<file path="src/rtl/riscv_boot_sequencer_if.sv">
// riscv_boot_sequencer_if: byte-stream ingress handshake and instruction-memory programming bus
interface riscv_boot_sequencer_if;
  logic        rx_valid;
  logic [7:0]  rx_data;
  logic        rx_ready;
  logic        prog_en;
  logic [31:0] prog_addr;
  logic [31:0] prog_data;
  modport master (output rx_valid, rx_data, input rx_ready, prog_en, prog_addr, prog_data);
  modport slave (input rx_valid, rx_data, output rx_ready, prog_en, prog_addr, prog_data);
endinterface

</file>
<file path="src/rtl/riscv_boot_sequencer.sv">
// riscv_boot_sequencer: loads a length-prefixed LE word image into imem, then releases the core (optional checksum: BOOT_CHECKSUM_EN)
module riscv_boot_sequencer #(
  parameter logic [31:0] BASE_ADDR      = 32'h0000_0000,
  parameter int          MAX_WORDS      = 4096,
  parameter int          TIMEOUT_CYCLES = 65536,
  parameter int          HOLD_CYCLES    = 4
) (
  input  logic                   clk,
  input  logic                   start,
  riscv_boot_sequencer_if.slave  bus,
  output logic                   core_hold,
  output logic                   busy,
  output logic                   done,
  output logic                   error
);
  localparam int IW = $clog2(MAX_WORDS + 1);
  localparam int TW = $clog2(TIMEOUT_CYCLES + 1);
  localparam int HW = $clog2(HOLD_CYCLES + 1);
  typedef enum logic [2:0] {
    HDR, DATA,
`ifdef BOOT_CHECKSUM_EN
    CSUM,
`endif
    HOLD, RUN, ERR
  } state_t;
  state_t        state, state_nx;
  logic [1:0]    lane;
  logic [23:0]   buffer;
  logic [IW-1:0] n, idx;
  logic [TW-1:0] idle;
  logic [HW-1:0] hold_cnt;
  logic          started;
`ifdef BOOT_CHECKSUM_EN
  logic [31:0]   sum;
`endif
  logic          loading, rdy, acc, word_done, hdr_bad, last, timeout, hold_end;
  logic [31:0]   word;
`ifdef BOOT_CHECKSUM_EN
  assign loading = state == DATA || state == CSUM;
`else
  assign loading = state == DATA;
`endif
  assign rdy       = state == HDR || loading;
  assign acc       = bus.rx_valid && rdy;
  assign word      = {bus.rx_data, buffer};
  assign word_done = acc && lane == 2'd3;
  assign hdr_bad   = word == 32'd0 || word > 32'(MAX_WORDS);
  assign last      = idx == n - IW'(1);
  assign timeout   = busy && !acc && idle == TW'(TIMEOUT_CYCLES - 1);
  assign hold_end  = hold_cnt == HW'(HOLD_CYCLES - 1);
  // state register, cleared by the core-facing start/reset
  always_ff @(posedge clk) begin
    state <= start ? HDR : state_nx;
  end
  // next state: a completed word or an idle timeout drives every transition out of the load states
  always_comb begin
    state_nx = state;
    case (state)
      HDR:  state_nx = word_done ? (hdr_bad ? ERR : DATA) : timeout ? ERR : HDR;
`ifdef BOOT_CHECKSUM_EN
      DATA: state_nx = word_done && last ? CSUM : timeout ? ERR : DATA;
      CSUM: state_nx = word_done ? (word == sum ? HOLD : ERR) : timeout ? ERR : CSUM;
`else
      DATA: state_nx = word_done && last ? HOLD : timeout ? ERR : DATA;
`endif
      HOLD: state_nx = hold_end ? RUN : HOLD;
      default: state_nx = state;
    endcase
  end
  // outputs depend on state only, so rx_ready never loops back through rx_valid
  always_comb begin
    bus.rx_ready = rdy;
    busy         = loading || (state == HDR && started);
    core_hold    = state != RUN;
    done         = state == RUN;
    error        = state == ERR;
  end
  // datapath: byte assembly, word/idle/hold counters and the registered programming write
  always_ff @(posedge clk) begin
    if (start) begin
      lane          <= '0;
      buffer        <= '0;
      n             <= '0;
      idx           <= '0;
      idle          <= '0;
      hold_cnt      <= '0;
      started       <= 1'b0;
      bus.prog_en   <= 1'b0;
      bus.prog_addr <= '0;
      bus.prog_data <= '0;
`ifdef BOOT_CHECKSUM_EN
      sum           <= '0;
`endif
    end else begin
      bus.prog_en <= word_done && state == DATA;
      idle        <= (acc || !busy) ? '0 : idle + TW'(1);
      hold_cnt    <= state == HOLD ? hold_cnt + HW'(1) : '0;
      if (acc) begin
        lane   <= lane + 2'd1;
        buffer <= {bus.rx_data, buffer[23:8]};
      end
      if (acc && state == HDR) started <= 1'b1;
      if (word_done && state == HDR) begin
        n   <= word[IW-1:0];
        idx <= '0;
      end
      if (word_done && state == DATA) begin
        idx           <= idx + IW'(1);
        bus.prog_addr <= BASE_ADDR + 32'({idx, 2'b00});
        bus.prog_data <= word;
`ifdef BOOT_CHECKSUM_EN
        sum           <= sum + word;
`endif
      end
    end
  end
endmodule
</file>
<file path="src/flat_wrapper.sv">
// flat-port wrapper written by rule: the top's interface ports become plain ports
module riscv_boot_sequencer_flat 
#(
  parameter logic [31:0] BASE_ADDR      = 32'h0000_0000,
  parameter int          MAX_WORDS      = 4096,
  parameter int          TIMEOUT_CYCLES = 65536,
  parameter int          HOLD_CYCLES    = 4
)
  (clk, start, core_hold, busy, done, error, bus_rx_valid, bus_rx_data, bus_rx_ready, bus_prog_en, bus_prog_addr, bus_prog_data);
  riscv_boot_sequencer_if bus_i ();
  input  logic clk;
  input  logic start;
  output logic core_hold;
  output logic busy;
  output logic done;
  output logic error;
  input wire logic [$bits(bus_i.rx_valid)-1:0] bus_rx_valid;
  input wire logic [$bits(bus_i.rx_data)-1:0] bus_rx_data;
  output wire logic [$bits(bus_i.rx_ready)-1:0] bus_rx_ready;
  output wire logic [$bits(bus_i.prog_en)-1:0] bus_prog_en;
  output wire logic [$bits(bus_i.prog_addr)-1:0] bus_prog_addr;
  output wire logic [$bits(bus_i.prog_data)-1:0] bus_prog_data;
  assign bus_i.rx_valid = bus_rx_valid;
  assign bus_i.rx_data = bus_rx_data;
  assign bus_rx_ready = bus_i.rx_ready;
  assign bus_prog_en = bus_i.prog_en;
  assign bus_prog_addr = bus_i.prog_addr;
  assign bus_prog_data = bus_i.prog_data;
  riscv_boot_sequencer #(.BASE_ADDR(BASE_ADDR), .MAX_WORDS(MAX_WORDS), .TIMEOUT_CYCLES(TIMEOUT_CYCLES), .HOLD_CYCLES(HOLD_CYCLES)) u_core (.clk(clk), .start(start), .bus(bus_i), .core_hold(core_hold), .busy(busy), .done(done), .error(error));
endmodule
</file>
<file path="config.mk">
export PLATFORM = sky130hd
export DESIGN_NAME = riscv_boot_sequencer_flat
export DESIGN_NICKNAME = d
export VERILOG_FILES = /design/src/rtl/riscv_boot_sequencer_if.sv /design/src/rtl/riscv_boot_sequencer.sv /design/src/flat_wrapper.sv
export SDC_FILE = /design/constraint.sdc
export NUM_CORES = 1
export LEC_CHECK = 0
export CAP_MARGIN = 10
export CORE_ASPECT_RATIO = 1.1
export CORE_MARGIN = 3
export CORE_UTILIZATION = 43
export CTS_CLUSTER_SIZE = 25
export DETAILED_ROUTE_END_ITERATION = 6
export GPL_TIMING_DRIVEN = 0
export PLACE_DENSITY = 0.77
export SETUP_SLACK_MARGIN = 0.1
export SLEW_MARGIN = 30
export SYNTH_ARGS = -nofsm -noshare
export SYNTH_HDL_FRONTEND = slang
export SYNTH_SLANG_ARGS = --single-unit
</file>
<file path="constraint.sdc">
create_clock -name clk -period 2.6 [get_ports clk]
set_clock_uncertainty 0.1 [all_clocks]
set_input_delay 0.65 -clock clk [delete_from_list [all_inputs] [get_ports clk]]
set_output_delay 0.65 -clock clk [all_outputs]
set_load 0.05 [all_outputs]
</file>
==> out/results.txt, run 1 <==
Worst slew margin: 59.6%
CP arrival: 2.66 ns
via count: 4,962
post-layout minimum cycle time: 2.48 ns
fmax: 0.403 GHz
ANT nets after route: 0
CTS root buffer: clkbuf_16
register area share after synthesis: 45.8%
critical path capture point type: flip-flop
Worst-path clk slew: 0.05 ns
IO Pins: 81
post-synth cell types: 54
drt first pass iters: 5
vias in the first global route: 4,738
final setup vio count: 0
period utilization: 95.4%
syn_area_per_cell: 7.84 um^2
fin cells: 950
HP Class: reg -> reg
area post-placement: 6190 um^2
initial antenna violation count: 0
cell taking the most area after synthesis: dfxtp_1
Most used DFF post-synth: dfxtp_1
most common library cell in the layout ignoring fill and taps: nand2_1
cts bufs inserted: 17
outcome: finished, final reports clean
# DRC: 0
largest net degree at the start of global routing: 17
crit path capture: u_core.state[0]
WL/cell: 14.3 um
Rows: 42
slowest stage cell, crit path: or4_4
gr ovfl total: 0
Ys Warns: 0
largest stage delay on the critical path: 0.52 ns
Synth Instances: 680
leakage power: 2.53 nW
crit path kind: reg -> reg
worst-margin pin slew: 0.606 ns
Pins Over Slew Limit: 0
PwrDens: 665 nW/um^2
RSZ-0062 raised after global routing: true
global-route wire length before repair: 22,300 um
design area: 6960 um^2
Worst Setup Start Kind: flip-flop
GRT Util Overall: 19.9%
DRT Wirelength: 13,500 um
Die Span X: 112 um
max-cap violations: 0
R2R setup slack: 0.12 ns
area share of the largest cell type after synthesis: 45.8%
port buffer count: 60
most frequent cells in the layout: nand2_1 (185), dfxtp_1 (120), a21oi_1 (92)
CP required: 2.78 ns
Routability Congestion: 0.846
Initial Utilization: 44.1%
Starting DRT DRC Count: 346
clk sinks: 122
clock buffer depth: 2
number of flops mapped to enable cells by yosys: 0
chip height: 123 um
Layout Nets: 803
P&R area growth vs syn: 30.5%
hpwl dp: 9030 um
Final Hold Fails: 0
Die ar.: 13,800 um^2
crit path max fanout: 7
CTS tree: done
Crit Reg-Reg Endpoint: u_core.state[0]
Critical path origin: u_core.n[4]
clk_lat worst skew: 0.41 ns
mapped cell area: 5330 um^2
CP Cell Sequence: buf_6 > or4_4 > buf_6 > or4_4 > a21oi_2 > a311oi_2 > nor4_1 > o32ai_1
vias per cell: 5.22
Reg-to-Reg Start: u_core.n[4]
Yosys reg bits: 122
H-Tree Depth: 4
ranking of synthesized cells by area: dfxtp_1 (46%), nand2_1 (13%), a21oi_1 (8.6%)
peak supply drop: 0.681 mV
core footprint: 12,100 um^2
ant diodes: 0
Worst Reg-to-Reg Cells: 8
layout cells sized above 1: 11.8%
Cells after DPL: 912
share of flip-flops with an asynchronous set or reset: 0%
==> stage by stage <==
step	utilization (%)	worst slack, ns	hold slack, ns	power, W	TNS [ns]
after floorplan	-	0.241	0.299	0.00211	0
after global placement	51.2	-1.00	0.309	0.00217	-53.42
after detailed placement	51.2	-1.01	0.310	0.00217	-55.56
after CTS	56.9	0.0768	0.325	0.00465	0
after global routing	57.6	0.0819	0.358	0.00475	0
final	57.6	0.120	0.327	0.00463	0
==> cells in the mapped netlist, types with 7 or more instances <==
library cell  count
nand2_1         186
a21oi_1          92
xnor2_1           9
buf_4            19
dfxtp_1         122
inv_1            12
nor2_1           47
nor3_1           11
nor4_1           11
nand3_1          17
nand4_1           9
clkbuf_1         42
ha_1              7
xor2_1           17
==> kinds of logic (layout without fill, tap and decap cells) <==
logic type                 after synthesis  in the layout  synth area share (%)
AOI/OAI and AO/OA                      123            123                  12.9
xor gates and xnor gates                27             27                  4.69
adders and majority gates                7              7                  1.64
buffers and inverters                   75            173                  6.90
DFF                                    122            122                  45.8
muxes                                    6              6                  1.20
other                                    1             19                0.0704
and+or+nand+nor                        319            319                  26.7
==> worst max-delay path: cells and delay by family (launching register included) <==
family / cells / cell delay (ns)
DFF: 1 / 0.30
AOI/OAI and AO/OA: 3 / 0.34
and+or+nand+nor: 3 / 1.34
buffers and inverters: 2 / 0.26
==> power by group <==
group / switching (W) / total, W / internal, W
clock: 0.000793 / 0.00249 / 0.00169
combinational: 0.000159 / 0.000229 / 0.0000700
sequential: 0.0000225 / 0.00191 / 0.00189
total: 0.000975 / 0.00463 / 0.00365
==> final cells by class <==
class	instances	area (um^2)
fill	1038	5130
buffer	62	332
sequential	122	2440
inverter	12	45.0
tap	154	193
timing repair buffer	69	661
multi-input combinational	501	2660
clock buffer	23	488
clock inverter	7	139
==> worst min-delay path by stage <==
stage,end,cells past startpoint,from
2_1_floorplan,u_core.hold_cnt[0],1,u_core.hold_cnt[0]
3_3_place_gp,u_core.hold_cnt[0],1,u_core.hold_cnt[0]
3_5_place_dp,u_core.hold_cnt[0],1,u_core.hold_cnt[0]
4_1_cts,u_core.hold_cnt[0],1,u_core.hold_cnt[0]
5_1_grt,u_core.hold_cnt[0],1,u_core.hold_cnt[0]
6_report,u_core.hold_cnt[0],1,u_core.hold_cnt[0]
==> flip-flops by register name (all words and copies together), names as in the netlist <==
signal and count:
u_core.started 1, u_core.bus.prog_en 1, u_core.n 13, u_core.bus.prog_addr 13
u_core.bus.prog_data 32, u_core.idx 13, u_core.lane 2, u_core.hold_cnt 3
u_core.state 3, u_core.buffer 24, u_core.idle 17
==> metal layers <==
metal / routed length (um) / GRT usage (%)
met2: 6590 / 33.2
met1: 5860 / 24.8
met3: 719 / 4.19
met4: 376 / 8.94
met5: 0 / 0
==> timing repair <==
action | in CTS | in global routing
hold endpoints to repair | 0 | 0
hold buffers | 0 | 0
pin swaps | 3 | 5
setup buffers | 5 | 4
setup endpoints to repair | 77 | 67
resized for setup | 24 | 30
Power figures use the tool's default switching activity.
==> run 2: changes to the inputs <==
--- a/config.mk
+++ b/config.mk
@@ -6,7 +6,6 @@
 export NUM_CORES = 1
 export LEC_CHECK = 0
 export CAP_MARGIN = 10
-export CORE_ASPECT_RATIO = 1.1
 export CORE_MARGIN = 3
 export CORE_UTILIZATION = 43
 export CTS_CLUSTER_SIZE = 25
==> out/results.txt, run 2 (same netlist as run 1, synthesis figures left out) <==
outcome: finished, final reports clean
core footprint: 12,100 um^2
gr ovfl total: 0
fmax: 0.407 GHz
Routability Congestion: 0.903
CTS tree: done
Die ar.: 13,800 um^2
biggest regs: u_core.bus.prog_data (32), u_core.buffer (24), u_core.idle (17)
leakage power: 2.48 nW
grt met2 use: 30.3%
worst-margin pin slew: 0.573 ns
ANT nets after route: 0
Worst Setup Start Kind: flip-flop
fin cells: 957
H-Tree Depth: 4
clk sinks: 122
clk_lat worst skew: 0.41 ns
ant diodes: 0
met3 Track Usage GR: 4.77%
most common library cell in the layout ignoring fill and taps: nand2_1
Hold-fix buffers, CTS: 0
Starting DRT DRC Count: 350
layout cells sized above 1: 11.0%
initial antenna violation count: 0
Cells after DPL: 926
area post-placement: 6210 um^2
final setup TNS: 0 ns
GRT Util Overall: 18.6%
peak supply drop: 0.395 mV
vias per cell: 5.09
most flop-heavy register: u_core.bus.prog_data
port buffer count: 60
CP arrival: 2.63 ns
Seq pwr share: 42.8%
CTS root buffer: clkbuf_16
most frequent cells in the layout: nand2_1 (185), dfxtp_1 (121), a21oi_1 (92)
final core occ: 57.0%
Initial Utilization: 44.2%
met1 Track Usage GR: 23.9%
IO Pins: 81
Worst slew margin: 61.8%
Clk pwr share: 52.2%
design area: 6880 um^2
drt first pass iters: 5
critical path capture point type: flip-flop
global-route wire length before repair: 21,300 um
number of fill cells: 1,086
vias in the first global route: 4,510
Rows: 40
HP Class: reg -> reg
period utilization: 94.4%
final setup vio count: 0
crit path kind: reg -> reg
max-cap violations: 0
RSZ-0062 raised after global routing: true
P_sw: 0.00102 W
setup ws final: 0.145 ns
chip height: 117 um
clock buffer depth: 2
via count: 4,867
Comb pwr share: 5.0%
DRT Wirelength: 13,000 um
hpwl dp: 8930 um
CP required: 2.78 ns
Die Span X: 117 um
Final Hold Fails: 0
GR peak layer: met2
cts bufs inserted: 17
Pins Over Slew Limit: 0
dpl ws: -0.933 ns
P&R area growth vs syn: 29.1%
# DRC: 0
post-layout minimum cycle time: 2.45 ns
max reg flops: 32
largest net degree at the start of global routing: 17
WL/cell: 13.6 um
Pint: 0.00345 W
crit path max fanout: 6
Worst-path clk slew: 0.06 ns
PwrDens: 649 nW/um^2
Layout Nets: 796
switching part of the total: 22.8%
## run 2: cell count changes in the layout (fill, tap and decap cells not counted), moves of 2 or more
cell,change
buf_4,-7
clkbuf_1,-3
clkbuf_2,+2
clkbuf_8,-4
clkinv_2,+2
clkinvlp_4,+3
inv_6,+2
nor2_2,-2
nor3_2,-2
## run 2: path summary, 6_finish.rpt
path              cells after the start                from                  to  slack [ns]
setup / recovery                      7         u_core.n[0]     u_core.state[0]        0.15
hold / removal                        1  u_core.hold_cnt[0]  u_core.hold_cnt[0]        0.32
setup reg to reg                      7         u_core.n[0]     u_core.state[0]        0.15
hold reg to reg                       1  u_core.hold_cnt[0]  u_core.hold_cnt[0]        0.32
## run 2: area by class of cell
type / count / area (um^2) / area share (%)
multi-input cells: 501 / 2660 / 38.7
flip-flops and latches: 122 / 2440 / 35.5
repair buffers: 62 / 606 / 8.80
clock buffers: 18 / 429 / 6.24
plain buffers: 62 / 337 / 4.89
well taps: 168 / 210 / 3.06
clock inverters: 12 / 150 / 2.18
inverters: 12 / 45.0 / 0.655
## run 2: power by group through the flow
stage	Sequential (W)	Clock [W]	Combinational, W
final	0.00191	0.00233	0.000225
after global routing	0.00191	0.00243	0.000244
after CTS	0.00191	0.00235	0.000220
after detailed placement	0.00195	0	0.000218
after global placement	0.00195	0	0.000217
after floorplan	0.00194	0	0.000169
## run 2: worst max-delay path, cell delays in order (launching register included)
cell and delay [ns]:
dfxtp_1 0.38, or4_1 0.54, clkbuf_2 0.17, or4_1 0.47
nand4_1 0.10, o22ai_1 0.17, nor4_2 0.29, o32ai_1 0.10
## run 2: per-layer routing
layer / share of wire [%] / routed length [um]
met5: 0 / 0
met4: 1.5 / 197
met3: 6.1 / 797
met2: 47 / 6110
met1: 45 / 5870
## run 2: stage by stage
| step | hold WS, ns | total power, W |
|---|---|---|
| after floorplan | 0.299 | 0.00211 |
| after global placement | 0.310 | 0.00217 |
| after detailed placement | 0.318 | 0.00217 |
| after CTS | 0.332 | 0.00449 |
| after global routing | 0.364 | 0.00458 |
| final | 0.323 | 0.00447 |
## run 2: what timing repair did
| action | in CTS | in global routing |
|---|---|---|
| buffers inserted | 0 | 2 |
| setup endpoints to repair | 65 | 68 |
| gates resized for setup | 27 | 25 |
| pin swaps | 2 | 3 |
